--- config.mk ---
export PLATFORM = sky130hd
export DESIGN_NAME = apb_mstr_bridge
export DESIGN_NICKNAME = d
export VERILOG_FILES = /design/src/rtl/apb_pkg.sv /design/src/rtl/apb_slv_mux.sv /design/src/rtl/apb_mstr_bridge.sv
export SDC_FILE = /design/constraint.sdc
export NUM_CORES = 1
export LEC_CHECK = 0
export CORE_AREA = 2 2 121 123
export DETAILED_ROUTE_END_ITERATION = 16
export DIE_AREA = 0 0 123 125
export GPL_TIMING_DRIVEN = 0
export PLACE_DENSITY = 0.77
export SETUP_SLACK_MARGIN = 0.5
export SLEW_MARGIN = 20
export SYNTH_ARGS = -nofsm -noshare
export SYNTH_HDL_FRONTEND = slang
export SYNTH_SLANG_ARGS = --single-unit
--- constraint.sdc ---
create_clock -name pclk -period 3.6 [get_ports pclk]
set_input_delay 1.08 -clock pclk [delete_from_list [all_inputs] [get_ports pclk]]
set_output_delay 1.08 -clock pclk [all_outputs]
set_load 0.01 [all_outputs]
--- src/rtl/apb_pkg.sv ---
// Shared types and helpers for the APB master bridge.
package apb_pkg;

    typedef enum logic [1:0] {
        IDLE   = 2'd0,
        SETUP  = 2'd1,
        ACCESS = 2'd2
    } apb_state_e;

    localparam int APB_PROT_W = 3;

    // A single slave still needs a 1-bit index so the select vectors stay legal.
    function automatic int idx_width(input int n);
        return (n > 1) ? $clog2(n) : 1;
    endfunction

endpackage

--- src/rtl/apb_slv_mux.sv ---
// Combinational return-path mux: picks prdata/pready/pslverr of the addressed slave.
module apb_slv_mux #(
    parameter int NUM_SLV  = 4,
    parameter int RD_WIDTH = 32,
    parameter int IDX_W    = 2
) (
    input  logic [IDX_W-1:0]            idx,
    input  logic [NUM_SLV*RD_WIDTH-1:0] prdata,
    input  logic [NUM_SLV-1:0]          pready,
    input  logic [NUM_SLV-1:0]          pslverr,
    output logic [RD_WIDTH-1:0]         sel_rdata,
    output logic                        sel_ready,
    output logic                        sel_err
);

    always_comb begin
        sel_rdata = '0;
        sel_ready = 1'b0;
        sel_err   = 1'b0;
        for (int i = 0; i < NUM_SLV; i++) begin
            if (idx == IDX_W'(i)) begin
                sel_rdata = prdata[i*RD_WIDTH +: RD_WIDTH];
                sel_ready = pready[i];
                sel_err   = pslverr[i];
            end
        end
    end

endmodule

--- src/rtl/apb_mstr_bridge.sv ---
// APB3 master bridge: valid/ready command port to NUM_SLV APB slaves, with wait timeout
// and decode-error response. Define APB_BRIDGE_APB4_EN to add pstrb/pprot (APB4).
module apb_mstr_bridge
    import apb_pkg::*;
#(
    parameter int A_WIDTH     = 32,
    parameter int WD_WIDTH    = 32,
    parameter int RD_WIDTH    = 32,
    parameter int NUM_SLV     = 4,
    parameter int SLV_LSB     = 12,
    parameter int TIMEOUT_CYC = 16
) (
    input  logic                        pclk,
    input  logic                        preset_n,
    input  logic                        cmd_valid,
    output logic                        cmd_ready,
    input  logic                        cmd_write,
    input  logic [A_WIDTH-1:0]          cmd_addr,
    input  logic [WD_WIDTH-1:0]         cmd_wdata,
    output logic                        rsp_valid,
    output logic [RD_WIDTH-1:0]         rsp_rdata,
    output logic                        rsp_err,
    output logic [A_WIDTH-1:0]          paddr,
    output logic                        pwrite,
    output logic [WD_WIDTH-1:0]         pwdata,
`ifdef APB_BRIDGE_APB4_EN
    input  logic [WD_WIDTH/8-1:0]       cmd_strb,
    input  logic [APB_PROT_W-1:0]       cmd_prot,
    output logic [WD_WIDTH/8-1:0]       pstrb,
    output logic [APB_PROT_W-1:0]       pprot,
`endif
    output logic [NUM_SLV-1:0]          psel,
    output logic                        penable,
    input  logic [NUM_SLV*RD_WIDTH-1:0] prdata,
    input  logic [NUM_SLV-1:0]          pready,
    input  logic [NUM_SLV-1:0]          pslverr
);

    localparam int IDX_W = idx_width(NUM_SLV);
    localparam int CNT_W = (TIMEOUT_CYC > 1) ? $clog2(TIMEOUT_CYC) : 1;
    localparam logic [CNT_W-1:0] TO_LAST = (TIMEOUT_CYC > 0) ? CNT_W'(TIMEOUT_CYC - 1) : '0;

    apb_state_e            state_q, state_d;
    logic [NUM_SLV-1:0]    psel_q, psel_d;
    logic                  penable_q, penable_d;
    logic [A_WIDTH-1:0]    paddr_q, paddr_d;
    logic                  pwrite_q, pwrite_d;
    logic [WD_WIDTH-1:0]   pwdata_q, pwdata_d;
    logic [IDX_W-1:0]      idx_q, idx_d;
    logic [CNT_W-1:0]      cnt_q, cnt_d;
    logic                  rsp_valid_q, rsp_valid_d;
    logic                  rsp_err_q, rsp_err_d;
    logic [RD_WIDTH-1:0]   rsp_rdata_q, rsp_rdata_d;
`ifdef APB_BRIDGE_APB4_EN
    logic [WD_WIDTH/8-1:0] pstrb_q, pstrb_d;
    logic [APB_PROT_W-1:0] pprot_q, pprot_d;
`endif

    logic [IDX_W-1:0]    dec_idx;
    logic                dec_err;
    logic [RD_WIDTH-1:0] sel_rdata;
    logic                sel_ready;
    logic                sel_err;
    logic                timeout_hit;

    assign dec_idx     = (NUM_SLV > 1) ? cmd_addr[SLV_LSB +: IDX_W] : '0;
    assign dec_err     = ({1'b0, dec_idx} >= (IDX_W + 1)'(NUM_SLV));
    assign timeout_hit = (TIMEOUT_CYC > 0) && (cnt_q == TO_LAST);

    apb_slv_mux #(
        .NUM_SLV  (NUM_SLV),
        .RD_WIDTH (RD_WIDTH),
        .IDX_W    (IDX_W)
    ) u_slv_mux (
        .idx       (idx_q),
        .prdata    (prdata),
        .pready    (pready),
        .pslverr   (pslverr),
        .sel_rdata (sel_rdata),
        .sel_ready (sel_ready),
        .sel_err   (sel_err)
    );

    always_comb begin
        state_d     = state_q;
        psel_d      = psel_q;
        penable_d   = penable_q;
        paddr_d     = paddr_q;
        pwrite_d    = pwrite_q;
        pwdata_d    = pwdata_q;
        idx_d       = idx_q;
        cnt_d       = cnt_q;
        rsp_valid_d = 1'b0;
        rsp_err_d   = 1'b0;
        rsp_rdata_d = '0;
`ifdef APB_BRIDGE_APB4_EN
        pstrb_d     = pstrb_q;
        pprot_d     = pprot_q;
`endif
        unique case (state_q)
            IDLE: begin
                if (cmd_valid) begin
                    paddr_d  = cmd_addr;
                    pwrite_d = cmd_write;
                    pwdata_d = cmd_wdata;
                    idx_d    = dec_idx;
`ifdef APB_BRIDGE_APB4_EN
                    pstrb_d  = cmd_write ? cmd_strb : '0;
                    pprot_d  = cmd_prot;
`endif
                    // Unmapped slave: answer with an error without touching the bus.
                    if (dec_err) begin
                        rsp_valid_d = 1'b1;
                        rsp_err_d   = 1'b1;
                    end else begin
                        state_d = SETUP;
                        psel_d  = NUM_SLV'(1) << dec_idx;
                    end
                end
            end
            SETUP: begin
                state_d   = ACCESS;
                penable_d = 1'b1;
                cnt_d     = '0;
            end
            ACCESS: begin
                if (sel_ready) begin
                    state_d     = IDLE;
                    psel_d      = '0;
                    penable_d   = 1'b0;
                    rsp_valid_d = 1'b1;
                    rsp_err_d   = sel_err;
                    rsp_rdata_d = pwrite_q ? '0 : sel_rdata;
                end else if (timeout_hit) begin
                    state_d     = IDLE;
                    psel_d      = '0;
                    penable_d   = 1'b0;
                    rsp_valid_d = 1'b1;
                    rsp_err_d   = 1'b1;
                end else begin
                    cnt_d = cnt_q + CNT_W'(1);
                end
            end
            default: begin
                state_d   = IDLE;
                psel_d    = '0;
                penable_d = 1'b0;
            end
        endcase
    end

    always_ff @(posedge pclk or negedge preset_n) begin
        if (!preset_n) begin
            state_q     <= IDLE;
            psel_q      <= '0;
            penable_q   <= 1'b0;
            paddr_q     <= '0;
            pwrite_q    <= 1'b0;
            pwdata_q    <= '0;
            idx_q       <= '0;
            cnt_q       <= '0;
            rsp_valid_q <= 1'b0;
            rsp_err_q   <= 1'b0;
            rsp_rdata_q <= '0;
`ifdef APB_BRIDGE_APB4_EN
            pstrb_q     <= '0;
            pprot_q     <= '0;
`endif
        end else begin
            state_q     <= state_d;
            psel_q      <= psel_d;
            penable_q   <= penable_d;
            paddr_q     <= paddr_d;
            pwrite_q    <= pwrite_d;
            pwdata_q    <= pwdata_d;
            idx_q       <= idx_d;
            cnt_q       <= cnt_d;
            rsp_valid_q <= rsp_valid_d;
            rsp_err_q   <= rsp_err_d;
            rsp_rdata_q <= rsp_rdata_d;
`ifdef APB_BRIDGE_APB4_EN
            pstrb_q     <= pstrb_d;
            pprot_q     <= pprot_d;
`endif
        end
    end

    assign cmd_ready = (state_q == IDLE);
    assign rsp_valid = rsp_valid_q;
    assign rsp_err   = rsp_err_q;
    assign rsp_rdata = rsp_rdata_q;
    assign psel      = psel_q;
    assign penable   = penable_q;
    assign paddr     = paddr_q;
    assign pwrite    = pwrite_q;
    assign pwdata    = pwdata_q;
`ifdef APB_BRIDGE_APB4_EN
    assign pstrb     = pstrb_q;
    assign pprot     = pprot_q;
`endif

endmodule

==> flow_summary.yaml, run 1 <==
routing:
  drtIter0Drc: 109
  vias_per_cell: 4.792
  vias: 3934
  drc: 0
  routed_wl_mm: 14.16
  dr.pass1.iters: 4
  routedWlPerCell_um: 17.25
  postRouteAntennaNets: 0
timing:
  max_slew.worst_pin.slew_ns: 0.7800
  max_freq_mhz: 336.1
  tns_ns: 0
  fin_crit_ns: 2.975
  clock_skew_ns: 0.006930
  rsz0062_at_grt: "false"
  finalSetupViolations: 0
  fin_ws_ns: 0.6246
  post-route-period-util: 0.8265
  drv_slew: 0
  finalHoldViolCount: 0
  max_slew_margin: 0.4800
place:
  port_buffers: 308
  gp_congestion: 0.8240
  dp_hpwl_mm: 11.74
  place_ws_ns: 0.05809
  placed_cell_area_um2: 8248
critical_path:
  cp_max_fo: 10
  crit_type: "reg2out"
  worst_ep_required_time_ns: 2.52
  critPathArrivalTime_ns: 1.90
  crit_path_start_kind: "register"
  setup.worst_path.end_class: "output pin"
clocking:
  cts_buffer_depth: 2
  clk_latency_ns: 0.34
  cts_sinks: 110
  cts_tree: "built"
  cts_buffers: 9
  path_clk_slew_ns: 0.06
  htree_num_levels: 3
  hold_buffers: 0
  ctsRootBufferMaster: "clkbuf_16"
status:
  status: "complete, no violations"
floorplan:
  die_y_um: 125
  die_x_um: 123
  fp.coreArea_um2: 14200
  start_util: 0.3454
  rows: 44
  num_io_pins: 309
  dieArea_um2: 15380
yosys:
  seq_area_frac_synth: 0.5611
  synth_cells: 313
  syn_nets: 518
  syn_area_um2: 4906
  synth_area_per_cell_um2: 15.67
  yosysWarnings: 0
  ys_types: 30
  synth_top_cell_area_share: 0.5611
  ys_seq_elements: 110
  yosys.area.top_type: "dfrtp_1"
  synth_area_leaders: "dfrtp_1, mux4_2, mux2_1"
power_and_ir_drop:
  total_power_mw: 5.705
  peakVddDrop_v: 0.0002706
  seqPwrFrac: 0.340
  combPwrFrac: 0.493
  netSwitchingFraction: 0.3021
  cell_internal_pwr_mw: 3.982
  p_leak_nw: 3.417
  p_per_area_nw_per_um2: 668.2
  netSwitchingPower_mw: 1.723
  pwr-share-clk: 0.167
flow_run:
  max_cap_violations: 0
global_route:
  grt_pass1_vias: 4263
  gr-total-overflow: 0
  antenna_found_initial: 0
  grt_usage: 0.1831
  grt_pass1_wl_mm: 21.47
  grt_max_degree: 57
layout:
  drive_gt1_frac: 0.09733
  final_nets: 838
  fillers: 1090
  area_growth_pct: 74.04
  post-route-util: 0.6011
  n_antenna_cell: 0
  stdcell_area_um2: 8538
  seq_area_um2: 2753
  multiInputGateArea_um2: 2049
min_path:
  hold_class: "reg2reg"
## path summary, 6_finish.rpt
kind                       startpoint             to  slack, ns  cells after the start
max in group asynchronous    preset_n        psel[3]       2.27                      2
hold reg to reg              paddr[3]       paddr[3]       0.49                      1
setup / recovery           state_q[0]      cmd_ready       0.62                      4
min in group asynchronous    preset_n      paddr[30]       0.69                      1
hold / removal               paddr[3]       paddr[3]       0.49                      1
setup reg to reg            paddr[13]  rsp_rdata[25]       1.42                      5
## cell usage after synthesis, drive strengths merged
cell and instances:
a21oi 4, a31o 1, and3 1, and4b 1, buf 9, clkbuf 14, dfrtp 110, ha 1
mux2 66, mux2i 2, mux4 34, nand2 4, nand2b 4, nand3 1, nor2 6, nor2b 34
nor3 2, nor3b 2, nor4 1, nor4bb 2, o211ai 1, o221a 2, o2bb2ai 4, o32ai 1
or3 1, or3b 2, or4 3
## logic make-up (layout without fill, tap and decap cells)
logic type      Yosys count  after routing  synth area share
buf+inv                  23            347           0.02219
simple gates             64             64           0.08161
mux                     102            102            0.3117
fa+ha+maj                 1              1          0.002550
flops                   110            110            0.5611
compound gates           13             13           0.02091
## per-stage QoR
step           cells  hold WS [ns]
2_1_floorplan    313        0.5154
3_3_place_gp     805        0.4674
3_5_place_dp     806        0.4761
4_1_cts          821        0.4900
5_1_grt          821        0.4983
6_report         821        0.4857
## flip-flops by register name (all words and copies together), names as in the netlist
name,cells
penable,1
rsp_err,1
paddr,32
cnt_q,4
rsp_valid,1
pwdata,32
rsp_rdata,32
pwrite,1
psel,4
state_q,2
## timing repair
action | 4_1_cts | 5_1_grt
buffers inserted | 0 | 0
resized for setup | 1 | 2
setup endpoints to repair | 29 | 1
## critical path, stage by stage, from the launching register on
cell and delay (ns):
dfrtp_1 0.37, clkbuf_1 0.20, clkbuf_2 0.24, nor2_1 0.18
clkdlybuf4s50_1 0.58
## layer usage
layer	track usage	share of wire	vias up
met2	0.3484	0.54	223
met3	0.03193	0.080	37
met5	0	0	-
met1	0.1863	0.35	1880
li1	-	-	1794
met4	0.09492	0.039	0
## layout by cell type (no fill, tap or decap), types with 2 or more instances in the layout
cell type	instances
nand2_1	4
o221a_2	2
nor3_1	2
clkbuf_16	9
nor2_1	6
buf_6	3
nor2b_1	34
nor4bb_1	2
mux2_2	2
mux2_1	64
or3b_1	2
a21oi_1	4
dfrtp_1	110
o2bb2ai_1	4
nand2b_1	4
clkbuf_1	17
buf_2	6
or4_1	3
mux2i_1	2
clkdlybuf4s50_1	307
mux4_2	34
## cell type report
type / instances / share of cell area
buffer: 23 / 0.01290
sequential: 110 / 0.3224
clock inverter: 1 / 0.003517
clock buffer: 14 / 0.02975
multi-input combinational: 180 / 0.2400
tap: 184 / 0.02696
timing repair buffer: 309 / 0.3644
## power groups by stage
| stage | clock network [mW] | logic (mW) | registers [mW] |
|---|---|---|---|
| after floorplan | 0 | 1.17 | 2.16 |
| after global placement | 0 | 2.79 | 1.94 |
| after detailed placement | 0 | 2.85 | 1.97 |
| after CTS | 0.983 | 2.86 | 1.95 |
| after global routing | 1.04 | 3.01 | 2.00 |
| final | 0.953 | 2.81 | 1.94 |
(Power assumes the default switching activity.)
==> inputs of run 2 (changes only) <==
--- a/config.mk
+++ b/config.mk
@@ -5,11 +5,10 @@
 export SDC_FILE = /design/constraint.sdc
 export NUM_CORES = 1
 export LEC_CHECK = 0
-export CORE_AREA = 2 2 121 123
+export CORE_UTILIZATION = 33
 export DETAILED_ROUTE_END_ITERATION = 16
-export DIE_AREA = 0 0 123 125
 export GPL_TIMING_DRIVEN = 0
-export PLACE_DENSITY = 0.77
+export PLACE_DENSITY = 0.76
 export SETUP_SLACK_MARGIN = 0.5
 export SLEW_MARGIN = 20
 export SYNTH_ARGS = -nofsm -noshare
==> constraint.sdc (replaced) <==
create_clock -name pclk -period 2.6 [get_ports pclk]
set_input_delay 0.78 -clock pclk [delete_from_list [all_inputs] [get_ports pclk]]
set_output_delay 0.78 -clock pclk [all_outputs]
set_load 0.01 [all_outputs]
==> flow_summary.yaml, run 2 (synthesized netlist as in run 1, its figures left out) <==
layout:
  seq_area_um2: 2754
  area_growth_pct: 77.15
  layout_common_cells: "clkdlybuf4s50_1, dfrtp_1, mux2_1"
  layoutNonFillerInstCount: 831
  drive_gt1_frac: 0.1391
  n_antenna_cell: 0
  layout_commonest_cell: "clkdlybuf4s50_1"
  multiInputGateArea_um2: 2061
  final_nets: 847
  fillers: 1185
critical_path:
  worst_ep_required_time_ns: 1.82
  crit_type: "reg2out"
  crit_start: "state_q[0]"
  slowest_delay_ns: 0.37
  worst_r2r_path_depth: 5
  reg2reg_to: "cnt_q[0]"
  crit_path_start_kind: "register"
  cp_max_fo: 10
  r2r-start: "paddr[12]"
  r2r_slack_ns: 0.60
  path_cells: "buf_4 > clkbuf_8 > nor2_2 > clkdlybuf4s15_2"
  crit_slowest_cell: "dfrtp_1"
  setup.worst_path.end_class: "output pin"
  critPathArrivalTime_ns: 1.39
routing:
  routedWlPerCell_um: 16.98
  vias_per_cell: 4.751
  drc: 0
  postRouteAntennaNets: 0
  vias: 3948
  drtIter0Drc: 83
  routed_wl_mm: 14.11
  dr.pass1.iters: 4
timing:
  finalSetupViolations: 0
  hold-worst-slack_ns: 0.3083
  max_slew.worst_pin.slew_ns: 0.5536
  max_slew_margin: 0.6309
  post-route-period-util: 0.8337
  finalHoldViolCount: 0
  fin_crit_ns: 2.168
  clock_skew_ns: 0.005546
  rsz0062_at_grt: "true"
  drv_slew: 0
  tns_ns: 0
  fin_ws_ns: 0.4325
  max_freq_mhz: 461.4
floorplan:
  fp.coreArea_um2: 14530
  start_util: 0.3376
  die_y_um: 123.9
  die_x_um: 123.9
  rows: 44
  dieArea_um2: 15360
  num_io_pins: 309
clocking:
  cts_tree: "built"
  htree_num_levels: 3
  cts_buffers: 9
  path_clk_slew_ns: 0.07
  cts_sinks: 110
  ctsRootBufferMaster: "clkbuf_16"
  cts_buffer_depth: 2
  clk_latency_ns: 0.34
  hold_buffers: 0
place:
  place_ws_ns: -0.4141
  placedCellCount: 806
  dp_hpwl_mm: 11.41
  gp_congestion: 0.9005
  port_buffers: 308
global_route:
  antenna_found_initial: 0
  grt_pass1_vias: 4163
  gr-total-overflow: 0
  grt_usage: 0.1819
  grt_max_degree: 82
  grt_pass1_wl_mm: 20.98
power_and_ir_drop:
  p_leak_nw: 3.606
  total_power_mw: 8.053
  peakVddDrop_v: 0.0004305
  p_per_area_nw_per_um2: 926.6
min_path:
  hold_class: "in2async"
flow_run:
  max_cap_violations: 0
status:
  status: "complete, no violations"
==> run 2: cell count changes in the layout (fill, tap and decap cells not counted), sizes merged <==
| cell | previous run | this run |
|---|---|---|
| inv | 0 | 3 |
| clkbuf | 28 | 23 |
| dlymetal6s2s | 0 | 7 |
| clkinv | 0 | 3 |
| clkdlybuf4s50 | 307 | 294 |
| clkdlybuf4s15 | 0 | 1 |
| dlygate4sd2 | 0 | 5 |
| buf | 11 | 20 |
==> run 2: final cells by class <==
class / instances / area share
buffer: 23 / 0.01814
clock buffer: 9 / 0.02591
clock inverter: 7 / 0.008206
multi-input combinational: 180 / 0.2371
sequential: 110 / 0.3169
tap: 184 / 0.02649
timing repair buffer: 318 / 0.3673
==> run 2: critical path: cells and delay by family (launching register included) <==
kind,cells,cell delay (ns)
buffers and inverters,3,0.58
and+or+nand+nor,1,0.10
DFF,1,0.37
==> run 2: worst max-delay path by stage <==
| stage | to | cells past startpoint |
|---|---|---|
| floorplan | cnt_q[0] | 4 |
| global placement | rsp_rdata[29] | 1 |
| detailed placement | pwdata[20] | 5 |
| CTS | cmd_ready | 4 |
| global route | cmd_ready | 4 |
| finish | cmd_ready | 4 |
==> run 2: per-layer routing <==
metal  share of wire  vias up  track usage
li1                -     1808            -
met1            0.36     1921       0.1949
met2            0.54      196       0.3438
met3           0.079       23      0.04121
met4           0.023        0      0.06994
met5               0        -            0
==> run 2: per-stage QoR <==
stage | util | area [µm²]
final | 0.5980 | 8691
after global placement | 0.5655 | 8219
after floorplan | - | 4906
after global routing | 0.5980 | 8691
after CTS | 0.5950 | 8648
after detailed placement | 0.5675 | 8248
==> run 2: power by group <==
| group | internal (mW) | switching [mW] | total [mW] |
|---|---|---|---|
| Combinational | 2.49 | 1.51 | 4.00 |
| Clock | 0.753 | 0.620 | 1.37 |
| Sequential | 2.36 | 0.320 | 2.68 |
| Total | 5.60 | 2.45 | 8.05 |
==> run 2: what timing repair did <==
action	CTS	global route
resized for setup	31	16
endpoints found under the setup margin	107	82
buffers inserted	7	2
pin swaps	3	1
hold endpoints to repair	0	0
==> inputs of run 3 (changes only) <==
==> constraint.sdc (replaced) <==
create_clock -name pclk -period 1.85 [get_ports pclk]
set_input_delay 0.555 -clock pclk [delete_from_list [all_inputs] [get_ports pclk]]
set_output_delay 0.555 -clock pclk [all_outputs]
set_load 0.01 [all_outputs]
==> flow_summary.yaml, run 3 (synthesized netlist as in run 1, its figures left out) <==
critical_path:
  crit_type: "reg2reg"
  worst_ep_required_time_ns: 2.09
  crit_path_start_kind: "register"
  cp_max_fo: 7
  setup.worst_path.end_class: "register"
  critPathArrivalTime_ns: 2.07
routing:
  routedWlPerCell_um: 18.34
  postRouteAntennaNets: 0
  dr.pass1.iters: 4
  drtIter0Drc: 152
  vias: 4279
  drc: 0
  routed_wl_mm: 16.58
  vias_per_cell: 4.733
place:
  port_buffers: 308
  dp_hpwl_mm: 11.59
  place_ws_ns: -0.4844
  placedCellCount: 806
  gp_congestion: 0.7734
global_route:
  grt_pass1_wl_mm: 23.49
  grt_max_degree: 63
  grt_pass1_vias: 4527
  grt_usage: 0.2085
  antenna_found_initial: 0
  gr-total-overflow: 0
clocking:
  clk_latency_ns: 0.35
  cts_buffer_depth: 2
  cts_tree: "built"
  ctsRootBufferMaster: "clkbuf_16"
  cts_buffers: 9
  hold_buffers: 0
  path_clk_slew_ns: 0.07
  cts_sinks: 110
  htree_num_levels: 3
timing:
  fin_ws_ns: 0.02618
  max_freq_mhz: 548.3
  clock_skew_ns: 0.009363
  finalHoldViolCount: 0
  finalSetupViolations: 0
  post-route-period-util: 0.9858
  tns_ns: 0
  fin_crit_ns: 1.824
  max_slew.worst_pin.slew_ns: 0.5784
  rsz0062_at_grt: "true"
  max_slew_margin: 0.6144
  drv_slew: 0
floorplan:
  rows: 44
  start_util: 0.3376
  fp.coreArea_um2: 14530
  dieArea_um2: 15360
  num_io_pins: 309
  die_y_um: 123.9
  die_x_um: 123.9
layout:
  seq_area_um2: 2754
  layout_commonest_cell: "clkdlybuf4s50_1"
  final_nets: 921
  fillers: 1070
  multiInputGateArea_um2: 2424
  drive_gt1_frac: 0.4847
  layout_common_cells: "clkdlybuf4s50_1, dfrtp_1, buf_6"
  area_growth_pct: 100.2
  layoutNonFillerInstCount: 904
  n_antenna_cell: 0
min_path:
  hold_class: "in2async"
power_and_ir_drop:
  peakVddDrop_v: 0.0006138
  p_leak_nw: 4.474
  p_per_area_nw_per_um2: 1406
status:
  status: "complete, no violations"
flow_run:
  max_cap_violations: 0
[run 3: cell types whose count changed in the layout (fill, tap and decap cells not counted), sizes merged]
cell,before,now
inv,3,1
clkbuf,23,24
buf,20,199
clkdlybuf4s50,294,197
dlymetal6s2s,7,0
clkdlybuf4s15,1,0
[run 3: path summary, 6_finish.rpt]
kind / startpoint / endpoint / slack [ns] / depth (start not counted)
max: paddr[12] / cnt_q[2] / 0.03 / 5
min: preset_n / pwdata[8] / 0.18 / 1
max reg2reg: paddr[12] / cnt_q[2] / 0.03 / 5
min reg2reg: pwdata[1] / pwdata[1] / 0.51 / 1
max in group asynchronous: preset_n / rsp_rdata[27] / 1.01 / 2
min in group pclk: pwdata[1] / pwdata[1] / 0.51 / 1
[run 3: repair_timing]
item	4_1_cts	5_1_grt
setup endpoints to repair	215	215
pin swaps	3	1
resized for setup	521	46
cloned	8	1
buffers inserted	50	24
[run 3: layer usage]
metal	GRT usage	vias up	wire length, µm
met5	0	-	0
met4	0.09077	0	425
met3	0.04029	28	952
met2	0.4000	189	9340
met1	0.2185	2102	5857
li1	-	1960	-
[run 3: area by class of cell]
type,instances,share of cell area
flip-flops and latches,110,0.2805
repair buffers,392,0.3843
clock inverters,5,0.005861
plain buffers,23,0.03479
multi-input cells,180,0.2468
clock buffers,10,0.02434
well taps,184,0.02345
[run 3: metrics by stage]
stage	hold WS, ns	cell area, µm²	utilization	power (mW)
floorplan	0.2594	5258	-	7.357
global placement	0.4923	8571	0.5897	10.18
finish	0.1816	9819	0.6756	13.81
global route	0.2239	9819	0.6756	14.55
detailed placement	0.4915	8600	0.5917	10.30
CTS	0.1954	9400	0.6468	13.11
[run 3: where the power goes]
part           leakage [nW]  switching (mW)  internal (mW)
clock                 0.149           0.880           1.08
sequential             1.37           0.566           3.32
combinational          2.95            2.80           5.16
total                  4.47            4.24           9.56
[run 3: critical path, cell delays in order, from the launching register on]
cell and delay [ns]:
dfrtp_1 0.36, buf_6 0.11, mux4_2 0.54, buf_6 0.17, or4_1 0.41, o221a_2 0.14
